==> src/rtl/vga_timing_pkg.sv <==
// Shared VGA timing defaults, raster phase encoding and test-pattern colour table.
package vga_timing_pkg;

  localparam int unsigned DefHActive = 640;
  localparam int unsigned DefHFp     = 16;
  localparam int unsigned DefHSync   = 96;
  localparam int unsigned DefHBp     = 48;
  localparam int unsigned DefVActive = 480;
  localparam int unsigned DefVFp     = 10;
  localparam int unsigned DefVSync   = 2;
  localparam int unsigned DefVBp     = 33;

  localparam int unsigned DefHTotal = DefHActive + DefHFp + DefHSync + DefHBp;
  localparam int unsigned DefVTotal = DefVActive + DefVFp + DefVSync + DefVBp;

  typedef enum logic [1:0] {ACT, FP, SYNC, BP} phase_e;

  // 4-bit-per-channel RGB, bars left to right.
  function automatic logic [11:0] bar_colour(input logic [2:0] idx);
    logic [11:0] c;
    c = 12'h000;
    case (idx)
      3'd0:    c = 12'hFFF;
      3'd1:    c = 12'hFF0;
      3'd2:    c = 12'h0FF;
      3'd3:    c = 12'h0F0;
      3'd4:    c = 12'hF0F;
      3'd5:    c = 12'hF00;
      3'd6:    c = 12'h00F;
      default: c = 12'h000;
    endcase
    return c;
  endfunction

endpackage

==> src/rtl/vga_axis_counter.sv <==
// One raster axis: wrapping counter with load-to-max, carry on wrap, phase FSM and sync decode.
module vga_axis_counter
  import vga_timing_pkg::*;
#(
  parameter int unsigned Active     = 640,
  parameter int unsigned FrontPorch = 16,
  parameter int unsigned SyncWidth  = 96,
  parameter int unsigned BackPorch  = 48,
  parameter bit          SyncPol    = 1'b0,
  parameter int unsigned CntW       = 10
) (
  input  logic            clk_i,
  input  logic            rst_ni,
  input  logic            en_i,
  input  logic            load_i,
  output logic [CntW-1:0] cnt_o,
  output logic            carry_o,
  output logic            sync_o,
  output logic            active_nxt_o
);

  localparam logic [CntW-1:0] MaxCnt    = CntW'(Active + FrontPorch + SyncWidth + BackPorch - 1);
  localparam logic [CntW-1:0] FpStart   = CntW'(Active);
  localparam logic [CntW-1:0] SyncStart = CntW'(Active + FrontPorch);
  localparam logic [CntW-1:0] BpStart   = CntW'(Active + FrontPorch + SyncWidth);

  logic [CntW-1:0] cnt_q, cnt_d;
  phase_e          phase_q, phase_d;
  logic            sync_q, sync_d;

  assign carry_o = en_i & ~load_i & (cnt_q == MaxCnt);

  // Phase is decoded from the next count so every output lines up with cnt_o.
  always_comb begin
    cnt_d   = cnt_q;
    phase_d = phase_q;
    if (load_i) begin
      cnt_d   = MaxCnt;
      phase_d = BP;
    end else if (en_i) begin
      cnt_d = (cnt_q == MaxCnt) ? '0 : cnt_q + CntW'(1);
      unique case (phase_q)
        ACT:     if (cnt_d == FpStart)   phase_d = FP;
        FP:      if (cnt_d == SyncStart) phase_d = SYNC;
        SYNC:    if (cnt_d == BpStart)   phase_d = BP;
        BP:      if (cnt_d == '0)        phase_d = ACT;
        default: phase_d = BP;
      endcase
    end
    sync_d = (phase_d == SYNC) ? SyncPol : ~SyncPol;
  end

  assign active_nxt_o = (phase_d == ACT);

  always_ff @(posedge clk_i or negedge rst_ni) begin
    if (!rst_ni) begin
      cnt_q   <= MaxCnt;
      phase_q <= BP;
      sync_q  <= ~SyncPol;
    end else begin
      cnt_q   <= cnt_d;
      phase_q <= phase_d;
      sync_q  <= sync_d;
    end
  end

  assign cnt_o  = cnt_q;
  assign sync_o = sync_q;

endmodule

==> src/rtl/vga_sync_gen.sv <==
// VGA raster timing generator; VGA_TEST_PATTERN_EN adds an 8-bar colour test pattern on rgb.
module vga_sync_gen
  import vga_timing_pkg::*;
#(
  parameter int unsigned H_ACTIVE  = DefHActive,
  parameter int unsigned H_FP      = DefHFp,
  parameter int unsigned H_SYNC    = DefHSync,
  parameter int unsigned H_BP      = DefHBp,
  parameter int unsigned V_ACTIVE  = DefVActive,
  parameter int unsigned V_FP      = DefVFp,
  parameter int unsigned V_SYNC    = DefVSync,
  parameter int unsigned V_BP      = DefVBp,
  parameter bit          HSYNC_POL = 1'b0,
  parameter bit          VSYNC_POL = 1'b0,
  parameter int unsigned CNT_W     = 10
) (
  input  logic             clk_in,
  input  logic             rst_n,
  input  logic             pix_tick,
  input  logic             frame_rst,
  output logic             hsync,
  output logic             vsync,
  output logic             video_on,
  output logic [CNT_W-1:0] pix_x,
  output logic [CNT_W-1:0] pix_y,
  output logic             line_start,
  output logic             frame_start
`ifdef VGA_TEST_PATTERN_EN
  ,
  output logic [11:0]      rgb
`endif
);

  logic h_carry, v_carry;
  logic h_act_nxt, v_act_nxt;
  logic video_d;
  logic video_q, line_q, frame_q;

  vga_axis_counter #(
    .Active     (H_ACTIVE),
    .FrontPorch (H_FP),
    .SyncWidth  (H_SYNC),
    .BackPorch  (H_BP),
    .SyncPol    (HSYNC_POL),
    .CntW       (CNT_W)
  ) u_h (
    .clk_i        (clk_in),
    .rst_ni       (rst_n),
    .en_i         (pix_tick),
    .load_i       (frame_rst),
    .cnt_o        (pix_x),
    .carry_o      (h_carry),
    .sync_o       (hsync),
    .active_nxt_o (h_act_nxt)
  );

  vga_axis_counter #(
    .Active     (V_ACTIVE),
    .FrontPorch (V_FP),
    .SyncWidth  (V_SYNC),
    .BackPorch  (V_BP),
    .SyncPol    (VSYNC_POL),
    .CntW       (CNT_W)
  ) u_v (
    .clk_i        (clk_in),
    .rst_ni       (rst_n),
    .en_i         (h_carry),
    .load_i       (frame_rst),
    .cnt_o        (pix_y),
    .carry_o      (v_carry),
    .sync_o       (vsync),
    .active_nxt_o (v_act_nxt)
  );

  assign video_d = h_act_nxt & v_act_nxt;

  // A vertical carry implies a horizontal wrap on the same edge, i.e. (0, 0).
  always_ff @(posedge clk_in or negedge rst_n) begin
    if (!rst_n) begin
      video_q <= 1'b0;
      line_q  <= 1'b0;
      frame_q <= 1'b0;
    end else begin
      video_q <= video_d;
      line_q  <= h_carry;
      frame_q <= v_carry;
    end
  end

  assign video_on    = video_q;
  assign line_start  = line_q;
  assign frame_start = frame_q;

`ifdef VGA_TEST_PATTERN_EN
  localparam logic [CNT_W-1:0] BarW = CNT_W'(H_ACTIVE / 8);

  logic [CNT_W-1:0] x_nxt;
  logic [CNT_W-1:0] bar_idx;
  logic [11:0]      rgb_d, rgb_q;

  // frame_rst needs no special case: video_d is already low then.
  always_comb begin
    x_nxt = pix_x;
    if (pix_tick) begin
      x_nxt = h_carry ? '0 : pix_x + CNT_W'(1);
    end
    bar_idx = x_nxt / BarW;
    rgb_d   = 12'h000;
    if (video_d) begin
      rgb_d = (bar_idx > CNT_W'(7)) ? bar_colour(3'd7) : bar_colour(bar_idx[2:0]);
    end
  end

  always_ff @(posedge clk_in or negedge rst_n) begin
    if (!rst_n) begin
      rgb_q <= 12'h000;
    end else begin
      rgb_q <= rgb_d;
    end
  end

  assign rgb = rgb_q;
`endif

endmodule

==> config.mk <==
export PLATFORM = sky130hd
export DESIGN_NAME = vga_sync_gen
export DESIGN_NICKNAME = d
export VERILOG_FILES = /design/src/rtl/vga_timing_pkg.sv /design/src/rtl/vga_axis_counter.sv /design/src/rtl/vga_sync_gen.sv
export SDC_FILE = /design/constraint.sdc
export NUM_CORES = 1
export LEC_CHECK = 0
export CORE_MARGIN = 2
export CORE_UTILIZATION = 55
export CTS_CLUSTER_DIAMETER = 80
export DETAILED_ROUTE_END_ITERATION = 6
export PLACE_DENSITY = 0.9
export SLEW_MARGIN = 20
export SYNTH_ARGS = -nofsm -noshare
export SYNTH_HDL_FRONTEND = slang
export SYNTH_SLANG_ARGS = --single-unit
==> constraint.sdc <==
create_clock -name clk_in -period 5.95 [get_ports clk_in]
set_input_delay 1.19 -clock clk_in [delete_from_list [all_inputs] [get_ports clk_in]]
set_output_delay 1.19 -clock clk_in [all_outputs]
set_load 0.005 [all_outputs]
Yosys cells after proc, flatten, opt, wreduce, memory -nomap -nowiden --
Cells that the tools add are included.
Word-level totals: bits in registers 29, input bits 4, output and inout bits 25, word-level logic and storage cells 63
Cells by class: add/sub/neg operators 2, eq/ne operators 16, mux-type cells 22, bitwise gates (word level) 6, reduce and logical (&&, ||, !) cells 8
Operators by type and width (number):
- $mux W10 | 6
- $eq A10 B10 Y1 const B | 5
- $eq A10 B9 Y1 const B | 3
- $mux W2 | 12
- $add A10 B1 Y10 const B | 2
- $logic_not A10 Y1 | 2
- $pmux W2 S4 | 2
- $eq A2 B2 Y1 const B | 6
- $logic_not A2 Y1 | 4
- $and A1 B1 Y1 | 5
- $eq A2 B1 Y1 const B | 2
- $reduce_bool A2 Y1 | 2
- $mux W1 | 2
- $not A1 Y1 | 1

Depth between registers and ports, before layout --
word-level depth 9, depth in mapped cells 10, gate-level depth less buffers 9

Modules after synthesis --
A second synthesis with hierarchy kept.
Second synthesis, totals: cells, all modules 241, area total of the unflattened synthesis 2148.3 µm²
By module, submodules not included:
- vga_axis_counter at u_v | instances 1, cells each 134, area an instance 1151.1 µm², sequential area each 332.8 µm²
- vga_axis_counter at u_h | instances 1, cells each 103, area an instance 915.9 µm², sequential area each 337.8 µm²
- vga_sync_gen | instances 1, cells each 4, area an instance 81.3 µm², sequential area each 75.1 µm²

Worst setup path before layout --
No wires, ideal clock.
kind register to register, start point reg u_h.cnt_q[0], in the netlist u_h.cnt_o[0], end point reg video_q, in the netlist video_on, setup time 0.068 ns, arrival 2.432 ns, required time 5.882 ns, path slack 3.449 ns, stages on the path, launching flop included 9, path buffers 0, clock period less this slack 2.501 ns, cell sequence dfstp_2 -> ha_1 -> and4_1 -> o21ai_1 -> a211o_1 -> nor4b_1 -> nor2_1 -> o41ai_2 -> and4b_1
Between the ends: cells in the longest elaborated chain, start to end 9, elaborated cells between the ends (all ways) 20, classes of those cells 1 x add/sub; 4 x eq/ne; 10 x mux; 2 x bitwise; 3 x reduce/logical
Ends and longest elaborated chain:
- start: declaration | RTL line vga_axis_counter.sv:27 | logic [CntW-1:0] cnt_q, cnt_d;
- start signal: assignment | RTL line vga_axis_counter.sv:57 | cnt_q <= MaxCnt;
- start signal: assignment | RTL line vga_axis_counter.sv:61 | cnt_q <= cnt_d;
- $add A10 B1 Y10 / $eq A10 B10 Y1 (equally long branches) | RTL line vga_axis_counter.sv:41, vga_axis_counter.sv:31
- $mux W10 | RTL line vga_axis_counter.sv:41 | cnt_d = (cnt_q == MaxCnt) ? '0 : cnt_q + CntW'(1);
- $eq A10 B10 Y1, or another cell as far along | RTL line vga_axis_counter.sv:45 | SYNC: if (cnt_d == BpStart) phase_d = BP;
- $mux W2, on equally long branches
- $pmux W2 S4 | RTL line vga_axis_counter.sv:42 | unique case (phase_q)
- $mux W2 | RTL line vga_axis_counter.sv:40 | end else if (en_i) begin
- $mux W2 | RTL line vga_axis_counter.sv:37 | if (load_i) begin
- $logic_not A2 Y1 | RTL line vga_axis_counter.sv:53 | assign active_nxt_o = (phase_d == ACT);
- $and A1 B1 Y1 (*) | RTL line vga_sync_gen.sv:75 | assign video_d = h_act_nxt & v_act_nxt;
- net video_d | RTL line vga_sync_gen.sv:36 | logic video_d;
- end signal: assignment | RTL line vga_sync_gen.sv:84 | video_q <= video_d;
- end: declaration | RTL line vga_sync_gen.sv:37 | logic video_q, line_q, frame_q;
The timed path passes the listed nets; every way through them passes the cells marked *. A chain may end at the register's enable or synchronous reset.

Final worst setup path --
start point in frame_rst, end point reg video_q, in the netlist video_on
Between the ends: cells in the longest elaborated chain, start to end 7, elaborated cells between the ends (all ways) 9, classes of those cells 3 x mux; 4 x bitwise; 2 x reduce/logical
Ends and longest elaborated chain:
- start: declaration | RTL line vga_sync_gen.sv:20 | input logic frame_rst,
- $not A1 Y1 | RTL line vga_axis_counter.sv:31 | assign carry_o = en_i & ~load_i & (cnt_q == MaxCnt);
- $and A1 B1 Y1 (2 in a row) | RTL line vga_axis_counter.sv:31
- $mux W2 | RTL line vga_axis_counter.sv:40
- $mux W2 | RTL line vga_axis_counter.sv:37
- $logic_not A2 Y1 | RTL line vga_axis_counter.sv:53
- $and A1 B1 Y1 (*) | RTL line vga_sync_gen.sv:75
- net video_d | RTL line vga_sync_gen.sv:36
Marks and branches as above.

==> results <==
- The HPWL after detailed placement is 3.35 mm.
- The setup clock skew after layout is 0.0105 ns.
- Setup violations remaining at the end of the flow were counted as 0.
- Setup repair after global routing left no endpoint under its margin.
- The synthesized netlist contains 56 unique library cells.
- After synthesis, the most frequently instantiated cells are 27 x sky130_fd_sc_hd__nand2_1, 22 x sky130_fd_sc_hd__nor2_1, 16 x sky130_fd_sc_hd__dfstp_2, 16 x sky130_fd_sc_hd__o21ai_0.
- The average vias per placed instance is 6.30.
- The global-route wire length before repair is 8.24 mm.
- For this configuration, the core starts out at a cell density of 0.573.
- The worst setup path is captured at a flip-flop.
- The buffer depth of the longest clock path is 2.
- The clock insertion delay at the later pin of the skew report is 0.28 ns.
- Relative to the synthesized area, the layout overhead comes to 16.3%.
- The initial antenna violation count is 0.
- Across the run, the number of max-cap violations was 0.
- The synthesized design spends more area on one cell type than any other, namely sky130_fd_sc_hd__dfstp_2.
- The die covers 4360 sq um.
- The most repeated cell in the gate-level netlist after synthesis is sky130_fd_sc_hd__nand2_1.
- The shortest clock period the worst path allows after layout is 3.42 ns.
- The pin count of the biggest net entering global routing is 30.
- For this run, the total global-route usage over all layers was measured as 0.244.
- TritonCTS built the clock tree.
- The pre-antenna-repair detailed-routing pass consisted of 5 iterations.
- The highest clock rate is 0.293 GHz.
- Of the synthesized area, sequential elements account for 0.353.
- The total power density per cell area is 265 nW/um^2.
- The class of the tightest hold or removal check is flip-flop to flip-flop.
- The iteration-0 DRC count of the detailed router is 213.
- Yosys printed 0 warnings.
- In this run the remaining antenna-violating nets after routing total 0.
- The total number of vias is 1977.
- Of the cells placed in the final design, the portion with a size suffix greater than 1 is 0.135.
- Across the VDD grid, the largest voltage drop is 171 uV.
- Ranked by total cell area, the synthesized netlist is headed by sky130_fd_sc_hd__dfstp_2 20%, sky130_fd_sc_hd__dfrtp_1 15%, sky130_fd_sc_hd__nand2_1 4.8%.
- The final standard cell utilization of the core is 0.667.
- In the finished design, the share of the clock period the worst path needs comes to 0.574.
- The dominant synthesized flop cell is sky130_fd_sc_hd__dfstp_2.
- In the final design database the tool counted 273 nets.
- The floorplan has 22 rows.
- Synthesis inferred 29 register bits.
- Of the post-synthesis cell area, the dominant cell type holds 0.199.
- The maximum level of the CTS H-tree is 2.
- The post-synthesis area per instance is 8.49 sq um.
- For this run, design rule violations remaining after detail routing come to 0.
- The number of max-slew violations in the final report is 0.
- The cell area that synthesis handed to floorplanning was 2110 sq um.
- Counting flops with an async set or reset pin after synthesis yields a share of 1.00.
- At the worst endpoint, the arrival time is 3.58 ns.
- 0 antenna diodes ended up in the layout.
- The post-synthesis net count is 257.
- The via count of the first global-routing pass is 1789.
- The vertical die dimension is 66.0 um.
- At the end of routability-driven placement, the weighted congestion stood at 0.914.
- The number of clock sinks is 29.
- Pin placement for this block handled 29 I/O pins.
- The clock tree root driver cell is sky130_fd_sc_hd__clkbuf_8.
- After clock tree synthesis, the setup repair step added 0 buffers.
- The largest fanout of any net on the critical path is 17.
- The data required time of the worst path is 6.12 ns.
- Input and output buffers added on the ports amount to 28.
- The type of the worst setup path is input pin to flip-flop.
- The number of resized instances in the post-cts repair step is 0.
- After floorplanning, the core was sized to cover 3690 sq um.
- For the final routed database, the setup TNS stands at 0 ns.
- The startpoint kind of the worst setup timing path is an input pin.
- Clock-pin slew was measured on the worst setup and hold paths at 0.06 ns.
- The synthesized design contains 0 enable-type register cells.
- Buffers inserted during clock tree synthesis total 5.
- The cts-stage hold buffer count is 0.
- The hold violation count in the final report came to 0.
- The cell count after synthesis is 249.
- The slew of the pin with the lowest slew margin is 0.623 ns.
- The routed design has 4.89 mm of wire.
- The wire length per cell is 15.6 um.
- The standby leakage power is 0.986 nW.
- Headroom to the max-slew limit came out at 0.583.
- The run finished with clean final reports.
- The remaining global-route overflow is 0.
- Measured along the x axis, the die boundary spans 66.0 um.
cells by family after synthesis:
kind of cell | share of synthesized area
and+or+nand+nor | 0.288
AOI/OAI and AO/OA | 0.193
buffers and inverters | 0.0740
DFF | 0.353
xor gates and xnor gates | 0.0497
muxes | 0.0189
adders and majority gates | 0.0237
metal layers:
metal	routed length (um)	up-vias	GRT usage
met5	0	-	0
met3	317	16	0.0511
met2	2400	84	0.393
li1	-	944	-
met4	125	0	0.0893
met1	2050	933	0.325
cell type report:
type                            instances  area, sq um
Clock inverter                          2         37.5
Clock buffer                            6         82.6
Tap cell                               48         60.1
Fill cell                             325         1230
Inverter                                9         33.8
Sequential cell                        29          746
Multi-Input combinational cell        191         1210
Timing Repair Buffer                   29          288
cell usage in the layout (no fill, tap or decap), types with 6 or more instances in the layout:
cell type / synthesis / routed
sky130_fd_sc_hd__clkbuf_8: 2 / 6
sky130_fd_sc_hd__a21oi_1: 13 / 13
sky130_fd_sc_hd__clkdlybuf4s50_1: 0 / 28
sky130_fd_sc_hd__dfrtp_1: 13 / 13
sky130_fd_sc_hd__o21ai_0: 16 / 16
sky130_fd_sc_hd__nand3_1: 9 / 9
sky130_fd_sc_hd__inv_1: 9 / 9
sky130_fd_sc_hd__xnor2_1: 9 / 9
sky130_fd_sc_hd__nor3_1: 12 / 12
sky130_fd_sc_hd__nand4_1: 6 / 6
sky130_fd_sc_hd__nor2_1: 22 / 22
sky130_fd_sc_hd__nand2_1: 27 / 27
sky130_fd_sc_hd__dfstp_2: 16 / 16
sky130_fd_sc_hd__and3_1: 9 / 9
report_power, final:
group	switching, mW	internal (mW)
Combinational	0.100	0.0857
Sequential	0.0317	0.223
Clock	0.0757	0.136
state kept, by name, summed over array words and instances (netlist names):
name,flops
u_h.cnt_o,10
video_on,1
u_v.sync_o,1
u_h.phase_q,2
line_start,1
frame_start,1
u_v.cnt_o,10
u_v.phase_q,2
u_h.sync_o,1
worst paths after layout:
kind,start,to,slack [ns],cells after the start
max in group asynchronous,rst_n,u_v.cnt_o[3],4.35,2
worst max-delay path,frame_rst,video_on,2.53,6
worst min-delay path,u_h.cnt_o[9],u_h.cnt_o[9],0.56,2
worst min register to register,u_h.cnt_o[9],u_h.cnt_o[9],0.56,2
worst max register to register,u_h.cnt_o[0],video_on,2.84,8
min in group asynchronous,rst_n,u_v.cnt_o[7],1.28,2
through the flow:
stage	std cells	instance area (sq um)	hold WS (ns)	power [mW]	setup slack, ns
3_5_place_dp	306	2340	0.550	0.438	2.42
3_3_place_gp	306	2340	0.556	0.434	2.50
4_1_cts	314	2460	0.573	0.654	2.57
5_1_grt	314	2460	0.609	0.686	2.32
6_report	314	2460	0.564	0.653	2.53
2_1_floorplan	249	2110	0.529	0.378	3.45
critical path, stage by stage:
cell                              delay [ns]
sky130_fd_sc_hd__clkdlybuf4s50_1        0.87
sky130_fd_sc_hd__inv_1                  0.37
sky130_fd_sc_hd__a2111oi_0              0.56
sky130_fd_sc_hd__o311ai_1               0.18
sky130_fd_sc_hd__and3_1                 0.23
sky130_fd_sc_hd__and4b_1                0.18
No activity file was read; power rests on OpenSTA's default activity.
